==> src/rtl/i2s_sample_rx.sv <==
// I2S-style stereo deserialiser: oversamples bclk/lrclk/sdata and emits {left, right} words.
// Optional macro I2S_FRAME_ERR_EN adds a frame_err pulse output for short or orphaned frames.
module i2s_sample_rx #(
    parameter int DATA_W      = 16,
    parameter int SYNC_STAGES = 2
) (
    input  logic                  clk,
    input  logic                  n_reset,
    input  logic                  clear,
    input  logic                  bclk_in,
    input  logic                  lrclk_in,
    input  logic                  sdata_in,
    output logic [2*DATA_W-1:0]   sample_out,
    output logic                  sample_ready
`ifdef I2S_FRAME_ERR_EN
    ,
    output logic                  frame_err
`endif
);

    // state      | meaning
    // IDLE       | no frame alignment yet, waiting for a left boundary
    // LEFT       | shifting left channel bits
    // LEFT_DONE  | left word complete, waiting for the right boundary
    // RIGHT      | shifting right channel bits
    // RIGHT_DONE | stereo word emitted, waiting for the next left boundary
    typedef enum logic [2:0] {
        IDLE       = 3'd0,
        LEFT       = 3'd1,
        LEFT_DONE  = 3'd2,
        RIGHT      = 3'd3,
        RIGHT_DONE = 3'd4
    } state_t;

    localparam int CNT_W = (DATA_W > 1) ? $clog2(DATA_W) : 1;
    localparam logic [CNT_W-1:0] CNT_LAST = CNT_W'(DATA_W - 1);

    state_t                 state;
    logic [CNT_W-1:0]       cnt;
    logic [SYNC_STAGES-1:0] bclk_sync;
    logic [SYNC_STAGES-1:0] lr_sync;
    logic [SYNC_STAGES-1:0] sd_sync;
    logic                   bclk_prev;
    logic                   bit_edge;
    logic                   lr_q;
    logic                   sd_q;
    logic                   lr_last;
    logic [DATA_W-1:0]      left_sr;
    logic [DATA_W-1:0]      right_sr;
    logic                   boundary;

    // bit_edge, lr_q and sd_q are registered together so they stay aligned
    always_comb begin
        boundary = bit_edge && (lr_q != lr_last);
    end

    always_ff @(posedge clk or negedge n_reset) begin
        if (!n_reset) begin
            state        <= IDLE;
            cnt          <= '0;
            bclk_sync    <= '0;
            lr_sync      <= '0;
            sd_sync      <= '0;
            bclk_prev    <= 1'b0;
            bit_edge     <= 1'b0;
            lr_q         <= 1'b0;
            sd_q         <= 1'b0;
            lr_last      <= 1'b0;
            left_sr      <= '0;
            right_sr     <= '0;
            sample_out   <= '0;
            sample_ready <= 1'b0;
`ifdef I2S_FRAME_ERR_EN
            frame_err    <= 1'b0;
`endif
        end else if (clear) begin
            state        <= IDLE;
            cnt          <= '0;
            bclk_sync    <= '0;
            lr_sync      <= '0;
            sd_sync      <= '0;
            bclk_prev    <= 1'b0;
            bit_edge     <= 1'b0;
            lr_q         <= 1'b0;
            sd_q         <= 1'b0;
            lr_last      <= 1'b0;
            left_sr      <= '0;
            right_sr     <= '0;
            sample_out   <= '0;
            sample_ready <= 1'b0;
`ifdef I2S_FRAME_ERR_EN
            frame_err    <= 1'b0;
`endif
        end else begin
            bclk_sync    <= {bclk_sync[SYNC_STAGES-2:0], bclk_in};
            lr_sync      <= {lr_sync[SYNC_STAGES-2:0], lrclk_in};
            sd_sync      <= {sd_sync[SYNC_STAGES-2:0], sdata_in};
            bclk_prev    <= bclk_sync[SYNC_STAGES-1];
            bit_edge     <= bclk_sync[SYNC_STAGES-1] & ~bclk_prev;
            lr_q         <= lr_sync[SYNC_STAGES-1];
            sd_q         <= sd_sync[SYNC_STAGES-1];
            sample_ready <= 1'b0;
`ifdef I2S_FRAME_ERR_EN
            frame_err    <= 1'b0;
`endif
            if (bit_edge) begin
                lr_last <= lr_q;
            end

            case (state)
                IDLE: begin
                    if (boundary) begin
                        if (!lr_q) begin
                            state <= LEFT;
                            cnt   <= '0;
                        end else begin
`ifdef I2S_FRAME_ERR_EN
                            frame_err <= 1'b1;
`endif
                        end
                    end
                end
                LEFT: begin
                    if (boundary) begin
                        // short left slot: drop the partial word
`ifdef I2S_FRAME_ERR_EN
                        frame_err <= 1'b1;
`endif
                        cnt <= '0;
                        if (lr_q) begin
                            state <= IDLE;
                        end
                    end else if (bit_edge) begin
                        left_sr <= {left_sr[DATA_W-2:0], sd_q};
                        if (cnt == CNT_LAST) begin
                            state <= LEFT_DONE;
                        end else begin
                            cnt <= cnt + CNT_W'(1);
                        end
                    end
                end
                LEFT_DONE: begin
                    if (boundary) begin
                        cnt   <= '0;
                        state <= lr_q ? RIGHT : LEFT;
                    end
                end
                RIGHT: begin
                    if (boundary) begin
`ifdef I2S_FRAME_ERR_EN
                        frame_err <= 1'b1;
`endif
                        cnt   <= '0;
                        state <= lr_q ? IDLE : LEFT;
                    end else if (bit_edge) begin
                        right_sr <= {right_sr[DATA_W-2:0], sd_q};
                        if (cnt == CNT_LAST) begin
                            sample_out   <= {left_sr, right_sr[DATA_W-2:0], sd_q};
                            sample_ready <= 1'b1;
                            state        <= RIGHT_DONE;
                        end else begin
                            cnt <= cnt + CNT_W'(1);
                        end
                    end
                end
                RIGHT_DONE: begin
                    if (boundary) begin
                        cnt <= '0;
                        if (!lr_q) begin
                            state <= LEFT;
                        end else begin
                            state <= IDLE;
`ifdef I2S_FRAME_ERR_EN
                            frame_err <= 1'b1;
`endif
                        end
                    end
                end
                default: begin
                    state <= IDLE;
                    cnt   <= '0;
                end
            endcase
        end
    end

endmodule

==> config.mk <==
export PLATFORM = sky130hd
export DESIGN_NAME = i2s_sample_rx
export DESIGN_NICKNAME = d
export VERILOG_FILES = /design/src/rtl/i2s_sample_rx.sv
export SDC_FILE = /design/constraint.sdc
export NUM_CORES = 1
export LEC_CHECK = 0
export CELL_PAD_IN_SITES_DETAIL_PLACEMENT = 1
export CELL_PAD_IN_SITES_GLOBAL_PLACEMENT = 2
export CORE_ASPECT_RATIO = 1.25
export CORE_UTILIZATION = 39
export DETAILED_ROUTE_END_ITERATION = 8
export PLACE_DENSITY_LB_ADDON = 0.15
export RECOVER_POWER = 25
export SETUP_SLACK_MARGIN = 0.1
export SLEW_MARGIN = 15
export SYNTH_ARGS = -nofsm -noshare
export SYNTH_HDL_FRONTEND = slang
export SYNTH_SLANG_ARGS = --single-unit
==> constraint.sdc <==
create_clock -name clk -period 4 [get_ports clk]
set_input_delay 0.4 -clock clk [delete_from_list [all_inputs] [get_ports clk]]
set_output_delay 0.4 -clock clk [all_outputs]
set_load 0.02 [all_outputs]
; Word-level counts from Yosys, hierarchy flattened
; Cells that the tools add are included.
[classes]
mul = 0
n_lt_le_gt_ge = 0
n_reduce_logical = 13
shift = 0
div = 0
bitwise = 2
eq_ne = 19
add_sub_neg = 1
n_mux = 50
[ops]
columns = op, n
row1 = 32-bit 2-to-1 mux, 5
row2 = 16-bit 2-to-1 mux, 4
row3 = 15-bit 2-to-1 mux, 4
row4 = 3-bit 2-to-1 mux, 12
row5 = 4-bit 2-to-1 mux, 7
row6 = 4-bit inequality test (second input constant), 6
row7 = 3-bit case mux with 5 select lines, 1
row8 = 1-bit 2-to-1 mux, 12
row9 = 3-bit inequality test (second input constant), 4
row10 = 4-bit case mux with 3 select lines, 1
row11 = 9-bit AND reduction, 1
row12 = 2-bit 2-to-1 mux, 4
row13 = 2-bit nonzero test, 4
row14 = 3-bit by 2-bit equality test with 1-bit output (second input constant), 2
row15 = 3-bit AND reduction, 2
row16 = 5-bit AND reduction, 1
row17 = 4-bit by 1-bit adder with 4-bit output (second input constant), 1
row18 = 4-bit equality test (second input constant), 1
row19 = 4-bit by 1-bit inequality test with 1-bit output (second input constant), 1
row20 = 4-bit AND reduction, 1
row21 = 2-bit OR reduction, 2
row22 = 3-bit by 1-bit equality test with 1-bit output (second input constant), 1
row23 = 3-bit equality test (second input constant), 1
row24 = 3-bit zero test, 1
row25 = other kinds (6), 6
[totals]
reg_bits = 82
elab_cells = 99
ramBits = 0
input_bits = 6
out_inout_bits = 33
romBits = 0
n_memories = 0
latchBits = 0

; Logic depth before layout (Yosys ltp)
[depth]
depth_word = 6
depth_mapped = 7
mapped_depth_nobuf = 5

; Least setup slack after synthesis
; Ideal clock, no wire load.
[synth_timing]
path_kind = flip-flop to flip-flop
from = reg lr_q
to = reg left_sr[10]
slack_ps = 2244
required_ps = 3882
n_path_buf = 3
setup_ps = 118
path_stages_with_launch = 8
synth_period_minus_slack_ps = 1756
arrival_time_ps = 1638
cell_sequence = dfrtp_1 > buf_6 > xor2_2 > or4_1 > buf_6 > buf_12 > mux2i_1 > nor2_1
[synth_via]
elab_chain_cells = 4
[synth_lines]
columns = element, line
row1 = from (decl), 45  ; logic lr_q;
row2 = from (signal assigned), 100  ; lr_q <= lr_sync[SYNC_STAGES-1];
row3 = 1-bit inequality test, 54  ; boundary = bit_edge && (lr_q != lr_last);
row4 = 1-bit logical AND, 54
row5 = 2-bit inequality test (no line), n/a
row6 = 3-bit AND reduction (no line), n/a
row7 = to (signal assigned), 134  ; left_sr <= {left_sr[DATA_W-2:0], sd_q};
row8 = to (decl), 48  ; logic [DATA_W-1:0] left_sr;
; Every way passes these cells.
; A chain may end at the register's enable or synchronous reset.

; Final worst setup path
[layout_timing]
from = reg cnt[0]
to = reg sample_out[5]
[layout_via]
elab_chain_cells = 3
[layout_lines]
columns = element, line
row1 = from (decl), 39  ; logic [CNT_W-1:0] cnt;
row2 = from (signal assigned), 138  ; cnt <= cnt + CNT_W'(1);
row3 = from (signal assigned), 162  ; cnt <= cnt + CNT_W'(1);
row4 = 4-bit equality test, 157  ; if (cnt == CNT_LAST) begin
row5 = 2-bit nonzero test (no line), n/a
row6 = 4-bit AND reduction (no line), n/a
row7 = to (signal assigned), 158  ; sample_out <= {left_sr, right_sr[DATA_W-2:0], sd_q};
row8 = to (decl), 13  ; output logic [2*DATA_W-1:0] sample_out,
; Every way passes these cells.

==> flow_metrics.env <==
export IMPL_status="finished with violations"
export IMPL_violations="capacitance limit, slew limit"
export IMPL_fillers=984
export IMPL_synth_flop_cell="dfrtp_1"
export IMPL_path_cells="ha_1, nand3_1, nor4_2, buf_4, nor2_1, a22o_1"
export IMPL_cts_sinks=82
export IMPL_synth_top_cells_by_count="82 x dfrtp_1, 56 x nand2_1, 36 x a21oi_1"
export IMPL_cts_tree="yes"
export IMPL_cts_made_buffers=9
export IMPL_grt_max_degree=83
export IMPL_fin_tns_setup_ns=0
export IMPL_die_y_um=108
export IMPL_path_clk_slew_ns=0.08
export IMPL_grt_usage_pct=17.9
export IMPL_syn_instance_count=326
export IMPL_endpoint_kind="flip-flop"
export IMPL_hp_class="flip-flop to flip-flop"
export IMPL_maxSlewHeadroom_pct=-35.8
export IMPL_net_switching_power_mw=0.385
export IMPL_avgSynthCellArea_um2=10.7
export IMPL_start_util_pct=40.1
export IMPL_cap_violations=1
export IMPL_place_congestion=0.720
export IMPL_worstMarginPinSlew_ns=2.04
export IMPL_row_count=38
export IMPL_post_drt_via_cell_ratio=5.20
export IMPL_routedWlPerCell_um=15.4
export IMPL_setup_viol=0
export IMPL_synth_seq_cells=82
export IMPL_cts_htree_levels=3
export IMPL_clockBufferDepth=2
export IMPL_power_leakage_nw=1.84
export IMPL_min_period_ns=2.40
export IMPL_final_core_util_pct=46.8
export IMPL_rsz0062_at_grt="false"
export IMPL_async_flop_share_pct=100
export IMPL_syn_cell_area_um2=3490
export IMPL_dpl_cell_area_um2=3870
export IMPL_period_share_pct=60.0
export IMPL_cts_hold_buf=0
export IMPL_dieWidth_um=86.6
export IMPL_yosysMostFrequentCell="dfrtp_1"
export IMPL_critPathKind="flip-flop to flip-flop"
export IMPL_post_cts_setup_buffer_count=0
export IMPL_p_clk_share_pct=39.6
export IMPL_syn_nets=333
export IMPL_numPortBuffers=38
export IMPL_crit_family="simple AND/OR/NAND/NOR gates"
export IMPL_yosysTopAreaCell="dfrtp_1"
export IMPL_areaGrowthSynthToFinish_pct=16.7
export IMPL_yosysWarnings=0
export IMPL_dr_pass1_iters=4
export IMPL_antenna_found_initial=0
export IMPL_p_int_mw=1.17
export IMPL_ys_seq_area_share_pct=58.8
export IMPL_power_density_nw_per_um2=383
export IMPL_grt_pass1_vias=2547
export IMPL_p_seq_share_pct=55.0
export IMPL_root_buffer="clkbuf_8"
export IMPL_detail_route_drc_violations=0
export IMPL_cp_start_kind="flip-flop"
export IMPL_hold_viol=0
export IMPL_antenna_cells=0
export IMPL_arrival_ns=2.69
export IMPL_drive_gt1_share_pct=8.36
export IMPL_synth_distinct_cells=44
export IMPL_skew_ns=0.0104
export IMPL_dpl_hpwl_um=4610
export IMPL_synth_edf_count=0
export IMPL_required_ns=4.29
export IMPL_die_area_um2=9340
export IMPL_slowest_delay_ns=0.72
export IMPL_io_pins=39
export IMPL_ant_nets=0
export IMPL_route_vias_total=2491
export IMPL_slew_viol_final=83
export IMPL_worst_path_max_fanout=20
export IMPL_routed_wl_um=7390
export IMPL_grt_first_pass_wirelength_um=12700
export IMPL_design_area_um2=4070
export IMPL_nets=361
export IMPL_coreArea_um2=8700
export IMPL_ctsResizeCount=0
export IMPL_cp_num_buf_inv=1
export IMPL_cp_slowest_cell="nor2_1"
export IMPL_fmax_ghz=0.417
export IMPL_gr_total_overflow=0
export IMPL_drt_iter0_drc=84
export IMPL_synthTopCellsByArea="dfrtp_1 59%, nand2_1 6.0%, a21oi_1 5.2%, mux2i_1 4.9%, a22o_1 3.3%"
export IMPL_clock_latency_ns=0.36
export IMPL_irDropWorstVdd_v=0.000201
export IMPL_p_sw_share_pct=24.7
export IMPL_synth_top_area_share_pct=58.8
export IMPL_p_comb_share_pct=5.4
## final cells by class
class	count	area (um2)	share of cell area, %
multi-input combinational	215	1250	30.8
timing repair buffer	42	400	9.83
clock inverter	6	62.6	1.54
inverter	4	15.0	0.369
sequential	82	2050	50.4
tap	120	150	3.69
clock buffer	10	138	3.38
## metal layers
metal  wire, um  vias to the layer above  part of all wire (%)  global-route usage, %
li1           -                     1178                     -                      -
met4         99                        0                   1.3                   6.43
met2       3560                       38                    48                   28.5
met3        217                        9                   2.9                   4.14
met1       3510                     1266                    48                   23.7
met5          0                        -                     0                      0
## logic make-up after synthesis
kind of cell	count (synthesis)	share of synthesized area, %
adder cells (fa/ha/maj)	1	0.358
AND/OR/NAND/NOR	108	14.6
flip-flops	82	58.8
XOR/XNOR	1	0.466
multiplexers	18	5.20
buffers and inverters	29	5.45
AO/OA/AOI/OAI	87	15.2
## state kept, by name (all words and copies together), names as in the netlist
name / cells
bclk_prev: 1
bclk_sync: 2
bit_edge: 1
cnt: 4
left_sr: 16
lr_last: 1
lr_q: 1
lr_sync: 2
right_sr: 15
sample_out: 32
sample_ready: 1
sd_q: 1
sd_sync: 2
state: 3
## power groups by stage
stage | combinational, mW | clock [mW] | sequential [mW]
CTS | 0.0883 | 0.636 | 0.858
floorplan | 0.0689 | 0 | 0.864
global placement | 0.0862 | 0 | 0.874
global route | 0.0975 | 0.667 | 0.860
finish | 0.0847 | 0.617 | 0.858
detailed placement | 0.0879 | 0 | 0.874
## cells in the final DEF, fill, tap and decap left out, types with 2 or more instances in the layout
cell and count:
nor2b_1 11, a21oi_1 36, or3_1 2, nand4b_1 3, clkinv_2 3, a31oi_1 4
nor3_1 2, or2_2 2, nand2_1 56, nand3_1 3, o211ai_1 2, and3_1 2
inv_6 2, a211oi_1 2, o21ai_0 21, dfrtp_1 82, mux2i_1 17, nand2b_1 2
inv_1 4, clkdlybuf4s50_1 36, o21bai_1 2, a22o_1 13, buf_4 4, clkbuf_8 10
nor2_1 19
## worst reg2reg max path, cell delays in order, from the launching register on
cell and delay (ns):
dfrtp_1 0.42, ha_1 0.24, nand3_1 0.39, nor4_2 0.10, buf_4 0.23, nor2_1 0.72, a22o_1 0.24
## path summary, 6_finish.rpt
kind	from	endpoint	slack (ns)	cells past startpoint
max	cnt[0]	sample_out[5]	1.60	6
max in group asynchronous	n_reset	cnt[2]	2.19	1
min reg2reg	bclk_prev	bit_edge	0.40	1
max reg2reg	cnt[0]	sample_out[5]	1.60	6
min in group asynchronous	n_reset	state[1]	0.59	1
min	bclk_prev	bit_edge	0.40	1
## through the flow
stage | std cells | hold slack, ns | power [mW] | worst slack (ns)
floorplan | 326 | 0.104 | 0.933 | 2.24
CTS | 479 | 0.265 | 1.58 | 1.52
detailed placement | 463 | 0.389 | 0.962 | 1.54
global route | 479 | 0.409 | 1.62 | 1.42
global placement | 463 | 0.384 | 0.960 | 1.59
finish | 479 | 0.397 | 1.56 | 1.60
(Power assumes the default switching activity.)
